File: src/rtl/uart_cmd_sequencer.sv
// UART command sequencer: assembles SYNC/ADDR/DATA/CSUM byte frames from the receiver
// into single register writes on a valid/ready port, flagging bad, stalled and overrun traffic.
module uart_cmd_sequencer #(
  parameter logic [7:0] SYNC_BYTE   = 8'hAA,
  parameter int         ADDR_W      = 4,
  parameter int         TIMEOUT_CYC = 500000,
  parameter int         SAMPLE_DLY  = 2
) (
  input  logic              clk,
  input  logic              rst,
  input  logic              rx_int,
  input  logic [7:0]        rx_data,
  input  logic              wr_ready,
  output logic              wr_en,
  output logic [ADDR_W-1:0] wr_addr,
  output logic [7:0]        wr_data,
  output logic              frame_err,
  output logic              timeout_err,
  output logic              overrun_err,
  output logic              busy,
  output logic [7:0]        frame_cnt
);

  localparam int               TMO_W    = $clog2(TIMEOUT_CYC);
  localparam logic [TMO_W-1:0] TMO_LAST = TMO_W'(TIMEOUT_CYC - 1);

  typedef enum logic [2:0] {
    S_IDLE,
    S_ADDR,
    S_DATA,
    S_CSUM,
    S_WRITE
  } state_t;

  state_t                state_q, state_d;
  logic                  rx_int_q;
  logic [SAMPLE_DLY-1:0] dly_q, dly_d;
  logic [TMO_W-1:0]      tmo_q, tmo_d;
  logic [7:0]            addr_q, addr_d;
  logic [7:0]            data_q, data_d;
  logic [7:0]            cnt_q, cnt_d;
  logic                  ferr_q, ferr_d;

  logic rx_fall;
  logic byte_vld;
  logic in_frame;
  logic tmo_hit;
  logic csum_pass;
  logic wr_xfer;

  function automatic logic frame_ok(input logic [7:0] a, input logic [7:0] d,
                                    input logic [7:0] c);
    logic [7:0] hi;
    hi = a >> ADDR_W;
    return (c == (a ^ d)) && (hi == 8'd0);
  endfunction

  // Byte event: a one-hot delay line started by each rx_int falling edge; a newer
  // edge reloads it so only the most recent byte is ever sampled.
  assign rx_fall  = rx_int_q & ~rx_int;
  assign byte_vld = dly_q[SAMPLE_DLY-1];

  always_comb begin
    if (rx_fall) begin
      dly_d = SAMPLE_DLY'(1);
    end else begin
      dly_d = dly_q << 1;
    end
  end

  always_ff @(posedge clk or posedge rst) begin
    if (rst) begin
      rx_int_q <= 1'b0;
      dly_q    <= '0;
    end else begin
      rx_int_q <= rx_int;
      dly_q    <= dly_d;
    end
  end

  assign in_frame  = (state_q == S_ADDR) || (state_q == S_DATA) || (state_q == S_CSUM);
  assign tmo_hit   = in_frame && !byte_vld && (tmo_q == TMO_LAST);
  assign csum_pass = frame_ok(addr_q, data_q, rx_data);
  assign wr_xfer   = (state_q == S_WRITE) && wr_ready;

  always_ff @(posedge clk or posedge rst) begin
    if (rst) begin
      state_q <= S_IDLE;
    end else begin
      state_q <= state_d;
    end
  end

  always_comb begin
    state_d = state_q;
    unique case (state_q)
      S_IDLE: begin
        if (byte_vld && (rx_data == SYNC_BYTE)) state_d = S_ADDR;
      end
      S_ADDR: begin
        if (byte_vld)     state_d = S_DATA;
        else if (tmo_hit) state_d = S_IDLE;
      end
      S_DATA: begin
        if (byte_vld)     state_d = S_CSUM;
        else if (tmo_hit) state_d = S_IDLE;
      end
      S_CSUM: begin
        if (byte_vld)     state_d = csum_pass ? S_WRITE : S_IDLE;
        else if (tmo_hit) state_d = S_IDLE;
      end
      S_WRITE: begin
        if (wr_ready) state_d = S_IDLE;
      end
      default: state_d = S_IDLE;
    endcase
  end

  // Overrun is raised straight from WRITE; the byte never reaches the IDLE sync check.
  always_comb begin
    wr_en       = (state_q == S_WRITE);
    busy        = (state_q != S_IDLE);
    wr_addr     = addr_q[ADDR_W-1:0];
    wr_data     = data_q;
    frame_err   = ferr_q;
    timeout_err = tmo_hit;
    overrun_err = (state_q == S_WRITE) && byte_vld;
    frame_cnt   = cnt_q;
  end

  always_comb begin
    addr_d = addr_q;
    data_d = data_q;
    if ((state_q == S_ADDR) && byte_vld) addr_d = rx_data;
    if ((state_q == S_DATA) && byte_vld) data_d = rx_data;
    ferr_d = (state_q == S_CSUM) && byte_vld && !csum_pass;
    cnt_d  = wr_xfer ? cnt_q + 8'd1 : cnt_q;
    if (in_frame && !byte_vld && !tmo_hit) begin
      tmo_d = tmo_q + 1'b1;
    end else begin
      tmo_d = '0;
    end
  end

  always_ff @(posedge clk or posedge rst) begin
    if (rst) begin
      addr_q <= '0;
      data_q <= '0;
      ferr_q <= 1'b0;
      cnt_q  <= '0;
      tmo_q  <= '0;
    end else begin
      addr_q <= addr_d;
      data_q <= data_d;
      ferr_q <= ferr_d;
      cnt_q  <= cnt_d;
      tmo_q  <= tmo_d;
    end
  end

endmodule

File: config.mk
export PLATFORM = sky130hd
export DESIGN_NAME = uart_cmd_sequencer
export DESIGN_NICKNAME = d
export VERILOG_FILES = /design/src/rtl/uart_cmd_sequencer.sv
export SDC_FILE = /design/constraint.sdc
export NUM_CORES = 1
export LEC_CHECK = 0
export BUFFER_PORTS_ARGS = -buffer_cell sky130_fd_sc_hd__clkbuf_2
export CAP_MARGIN = 20
export CORE_UTILIZATION = 55
export CTS_BUF_LIST = sky130_fd_sc_hd__clkbuf_4 sky130_fd_sc_hd__clkbuf_8
export CTS_CLUSTER_SIZE = 14
export DETAILED_ROUTE_END_ITERATION = 8
export GPL_TIMING_DRIVEN = 1
export PLACE_DENSITY = 0.8
export SLEW_MARGIN = 0
export SYNTH_ARGS = -nofsm -noshare
export SYNTH_HDL_FRONTEND = slang
export SYNTH_SLANG_ARGS = --single-unit
File: constraint.sdc
create_clock -name clk -period 2.31 [get_ports clk]
set_clock_uncertainty 0.15 [all_clocks]
set_input_delay 0 -clock clk [delete_from_list [all_inputs] [get_ports clk]]
set_output_delay 0 -clock clk [all_outputs]
set_load 0.02 [all_outputs]
* Word level (Yosys, flattened, before mapping) *
Cells that the tools add are included.

storage, ports and cells
  bits in registers = 50
  input port bits = 12
  output and inout bits = 25
  logic and storage cells = 52

cells by class
  add/sub/neg operators = 2
  equal/unequal tests = 9
  multiplexer cells = 10
  bitwise operators = 3
  reductions and logical operators = 20

operators with widths
  kind                                            number
  2-to-1 mux 3 bit                                7
  adder 19 x 1 -> 19 bit (second input constant)  1
  == test 19 bit (second input constant)          1
  2-to-1 mux 19 bit                               1
  one-hot mux 3 bit (5 select lines)              1
  logical AND 1 bit                               11
  adder 8 x 1 -> 8 bit (second input constant)    1
  == test 8 bit                                   1
  == test 8 bit (second input constant)           1
  zero test 8 bit                                 1
  bitwise XOR 8 bit                               1
  == test 3 x 2 -> 1 bit (second input constant)  2
  inequality test 2 bit (second input constant)   2
  == test 3 x 1 -> 1 bit (second input constant)  1
  == test 3 bit (second input constant)           1
  zero test 1 bit                                 3
  zero test 3 bit                                 1
  nonzero test 3 bit                              1
  logical OR 1 bit                                2
  2-to-1 mux 2 bit                                1
  AND reduction 2 bit                             1
  bitwise AND 1 bit                               1
  inverter 1 bit                                  1

* Longest topological paths before layout *
  word-level depth = 8
  depth in mapped cells = 6
  depth with buffers taken out = 5

* Worst setup path after synthesis *
No wires, ideal clock.

  path kind = register -> register
  start = reg data_q[1] (netlist: wr_data[1])
  end = reg ferr_q (netlist: frame_err)
  setup time = 0.119 ns
  arrival = 1.441 ns
  data required time = 2.041 ns
  setup slack = 0.600 ns
  stages on the path, launching flop included = 5
  buffers on the path = 0
  period minus slack after synthesis = 1.710 ns
  cell sequence = dfrtp_1 -> xnor3_1 -> nand4_1 -> or4_1 -> nor2b_1

on the way
  word-level cells in the longest chain between the ends = 5

ends and longest elaborated chain
  what                    RTL line  RTL
  from (decl)             40        logic [7:0] data_q, data_d;
  from (signal assigned)  154       data_q <= data_d;
  bitwise XOR 8 bit       55        return (c == (a ^ d)) && (hi == 8'd0);
  == test 8 bit           55
  logical AND 1 bit       55
  zero test 1 bit         136       ferr_d = (state_q == S_CSUM) && byte_vld && !csum_pass;
  logical AND 1 bit       136
  named net ferr_d        42        logic ferr_q, ferr_d;
  to (signal assigned)    155       ferr_q <= ferr_d;
  to (decl)               42

The timed path passes the listed nets, and every way through them passes these cells.
A chain may end at the register's enable or synchronous reset.

* Final worst setup path *
  start = reg tmo_q[0]
  end = out timeout_err

on the way
  word-level cells in the longest chain between the ends = 2

ends and longest elaborated chain
  what                    RTL line  RTL
  from (decl)             38        logic [TMO_W-1:0] tmo_q, tmo_d;
  from (signal assigned)  157       tmo_q <= tmo_d;
  == test 19 bit          82        assign tmo_hit = in_frame && !byte_vld && (tmo_q == TMO_LAST);
  logical AND 1 bit       82
  to (decl)               18        output logic timeout_err,

No other way between the ends.

==> impl_results.md <==
- Status: finished clean
- Most frequent cells in the layout: dfrtp_1 (50), clkbuf_2 (36), nor2_1 (20)
- Number of cell rows: 24
- Hold Path Origin: rx_int
- Min Tclk post-route: 2050 ps
- # fillers: 326
- Hold depth: 2
- Post-synth EDFFs: 0
- Die Y: 69.8 um
- Worst hold slack: 200 ps
- FFs w/ async S/R, synth: 1.00
- Fmax: 489 MHz
- Drt initial violations: 115
- Worst reg2reg path startpoint: tmo_q[0]
- Final Hold Fails: 0
- Final worst path period share: 0.886
- Initial Util: 0.576
- Drt total wl: 4.66 mm
- Max-cap viol count: 0
- PwrDens: 943 nW/um^2
- CP Class: reg -> out
- Die W: 69.8 um
- Final worst setup slack: 264 ps
- Vias in the first global route: 1716
- Worst setup path startpoint: tmo_q[0]
- Syn avg cell area: 11.7 sq um
- Max clock buf depth: 2
- Synth warnings: 0
- # DRC: 0
- Final core utilization: 0.671
- Port Buffers: 36
- Area post-placement: 2720 sq um
- DR vias: 1770
- Synthesis-to-finish area growth: 16.5%
- Setup crit end kind: primary output
- Largest net degree at the start of global routing: 51
- Crit-path cells: ha_1 -> nand4_1 -> nand4b_1 -> nor3_1 -> clkbuf_2
- Clock root cell: clkbuf_8
- IO Count: 37
- Finished Cell Area: 2940 sq um
- Arrival @ worst endpoint: 1900 ps
- GRT overflow: 0
- Worst vdd ir: 430 uV
- Worst skew pair latency: 300 ps
- Post-CTS setup buffer count: 0
- Core footprint: 4380 sq um
- Max-slew violations: 0
- Crit-path slowest cell: dfrtp_1
- Req. time, crit path: 2160 ps
- Most common cell after layout, fill and taps aside: dfrtp_1
- Total CTS buffers: 5
- Detailed placer's ending HPWL: 3.16 mm
- Worst slew pin tran: 632 ps
- Reg clk slew, reported paths: 100 ps
- Die ar.: 4870 sq um
- Worst hold path class: in -> reg
- TNS Setup: 0 ps
- R2R depth: 5
- Gr usage total: 0.215
- CP Launch Type: flip-flop
- Net count after synthesis: 230
- H-tree depth: 2
- First-pass GRT wire length: 8.12 mm
- Worst-path fanout max: 4
- Seq/Total Area, Yosys: 0.495
- Worst slew margin: 0.577
- Worst R2R Setup Slack: 350 ps
- Pleak: 0.00136 uW
- Initial antenna violation count: 0
- Drt wl/cell: 14.8 um
- Final ANT Viol Nets: 0
- Mapped Cells: 216
- Synth Cell Area: 2530 sq um
- Post-place setup slack: 349 ps
- Distinct cells, synth: 41
- Antenna cells: 0
- Synth Register Bits: 50
- CTS tree: built
- Synth Flop Type: dfrtp_1
- Final Wtd Congestion: 0.759
- Vias per cell: 5.60
- Nets@finish: 277
- Final setup viols: 0
- RSZ-0062 raised after global routing: no
- Drt pass-1 iters: 4
- Clk sinks: 50
- Layout cells sized above 1: 0.295
- Slowest stage delay, CP: 400 ps
## worst paths after layout
kind	to
worst max-delay path	timeout_err
worst min-delay path	rx_int_q
worst max register to register	tmo_q[4]
worst min register to register	dly_q[1]
max in group asynchronous	tmo_q[18]
min in group asynchronous	tmo_q[10]
## layer usage
| metal | vias to the layer above | GRT usage | part of all wire |
|---|---|---|---|
| met5 | - | 0 | 0 |
| met2 | 39 | 0.360 | 0.51 |
| li1 | 856 | - | - |
| met4 | 0 | 0.0933 | 0.014 |
| met3 | 6 | 0.0407 | 0.029 |
| met1 | 869 | 0.273 | 0.45 |
## where the power goes
group / switching [uW] / leakage [uW] / total (uW) / internal [uW]
logic: 425 / 0.000639 / 908 / 483
clock network: 303 / 0.0000587 / 632 / 328
registers: 183 / 0.000661 / 1230 / 1050
total: 912 / 0.00136 / 2770 / 1860
## state kept, by name, indices dropped and copies added (netlist names)
register   flops
frame_err      1
frame_cnt      8
addr_q         8
state_q        3
dly_q          2
tmo_q         19
wr_data        8
rx_int_q       1
## cell usage after synthesis (5+ instances only)
cell type | number | area [sq um]
inv_1 | 6 | 22.5
xor2_1 | 7 | 61.3
nor2_1 | 20 | 75.1
nand3_1 | 6 | 30.0
or3_1 | 9 | 56.3
dfrtp_1 | 50 | 1250
nand2_1 | 11 | 41.3
a21oi_1 | 10 | 50.1
buf_4 | 5 | 37.5
xnor2_1 | 16 | 140
mux2_2 | 17 | 191
o21ai_0 | 7 | 35.0
nand4_1 | 7 | 43.8
## stage by stage
| stage | power, uW | instances |
|---|---|---|
| 5_1_grt | 2940 | 316 |
| 6_report | 2770 | 316 |
| 2_1_floorplan | 1970 | 216 |
| 4_1_cts | 2790 | 316 |
| 3_5_place_dp | 2140 | 297 |
| 3_3_place_gp | 2110 | 297 |
## area by class of cell
type | instances | area [sq um] | area share
multi-input cells | 151 | 1180 | 0.402
clock buffers | 5 | 68.8 | 0.0234
repair buffers | 49 | 305 | 0.104
clock inverters | 3 | 47.5 | 0.0162
flip-flops and latches | 50 | 1250 | 0.425
well taps | 52 | 65.1 | 0.0221
inverters | 6 | 22.5 | 0.00765
## what timing repair did
| item | in CTS | in global routing |
|---|---|---|
| endpoints found under the hold margin | 70 | 0 |
| gates resized for setup | 0 | 0 |
| hold buffers | 11 | 0 |
## worst max-delay path: cells and delay by family, from the launching register on
| kind | cells | cell delay [ps] |
|---|---|---|
| simple gates | 3 | 770 |
| flops | 1 | 400 |
| fa+ha+maj | 1 | 230 |
| buf+inv | 1 | 210 |
## kinds of logic (layout without fill, tap and decap cells)
logic type,after synthesis,after routing,synth area share
adders and majority gates,2,2,0.00990
xor gates and xnor gates,27,27,0.115
muxes,17,17,0.0758
and+or+nand+nor,84,84,0.217
buffers and inverters,15,63,0.0367
DFF,50,50,0.495
AOI/OAI and AO/OA,21,21,0.0500
No activity file was read; power rests on OpenSTA's default activity.
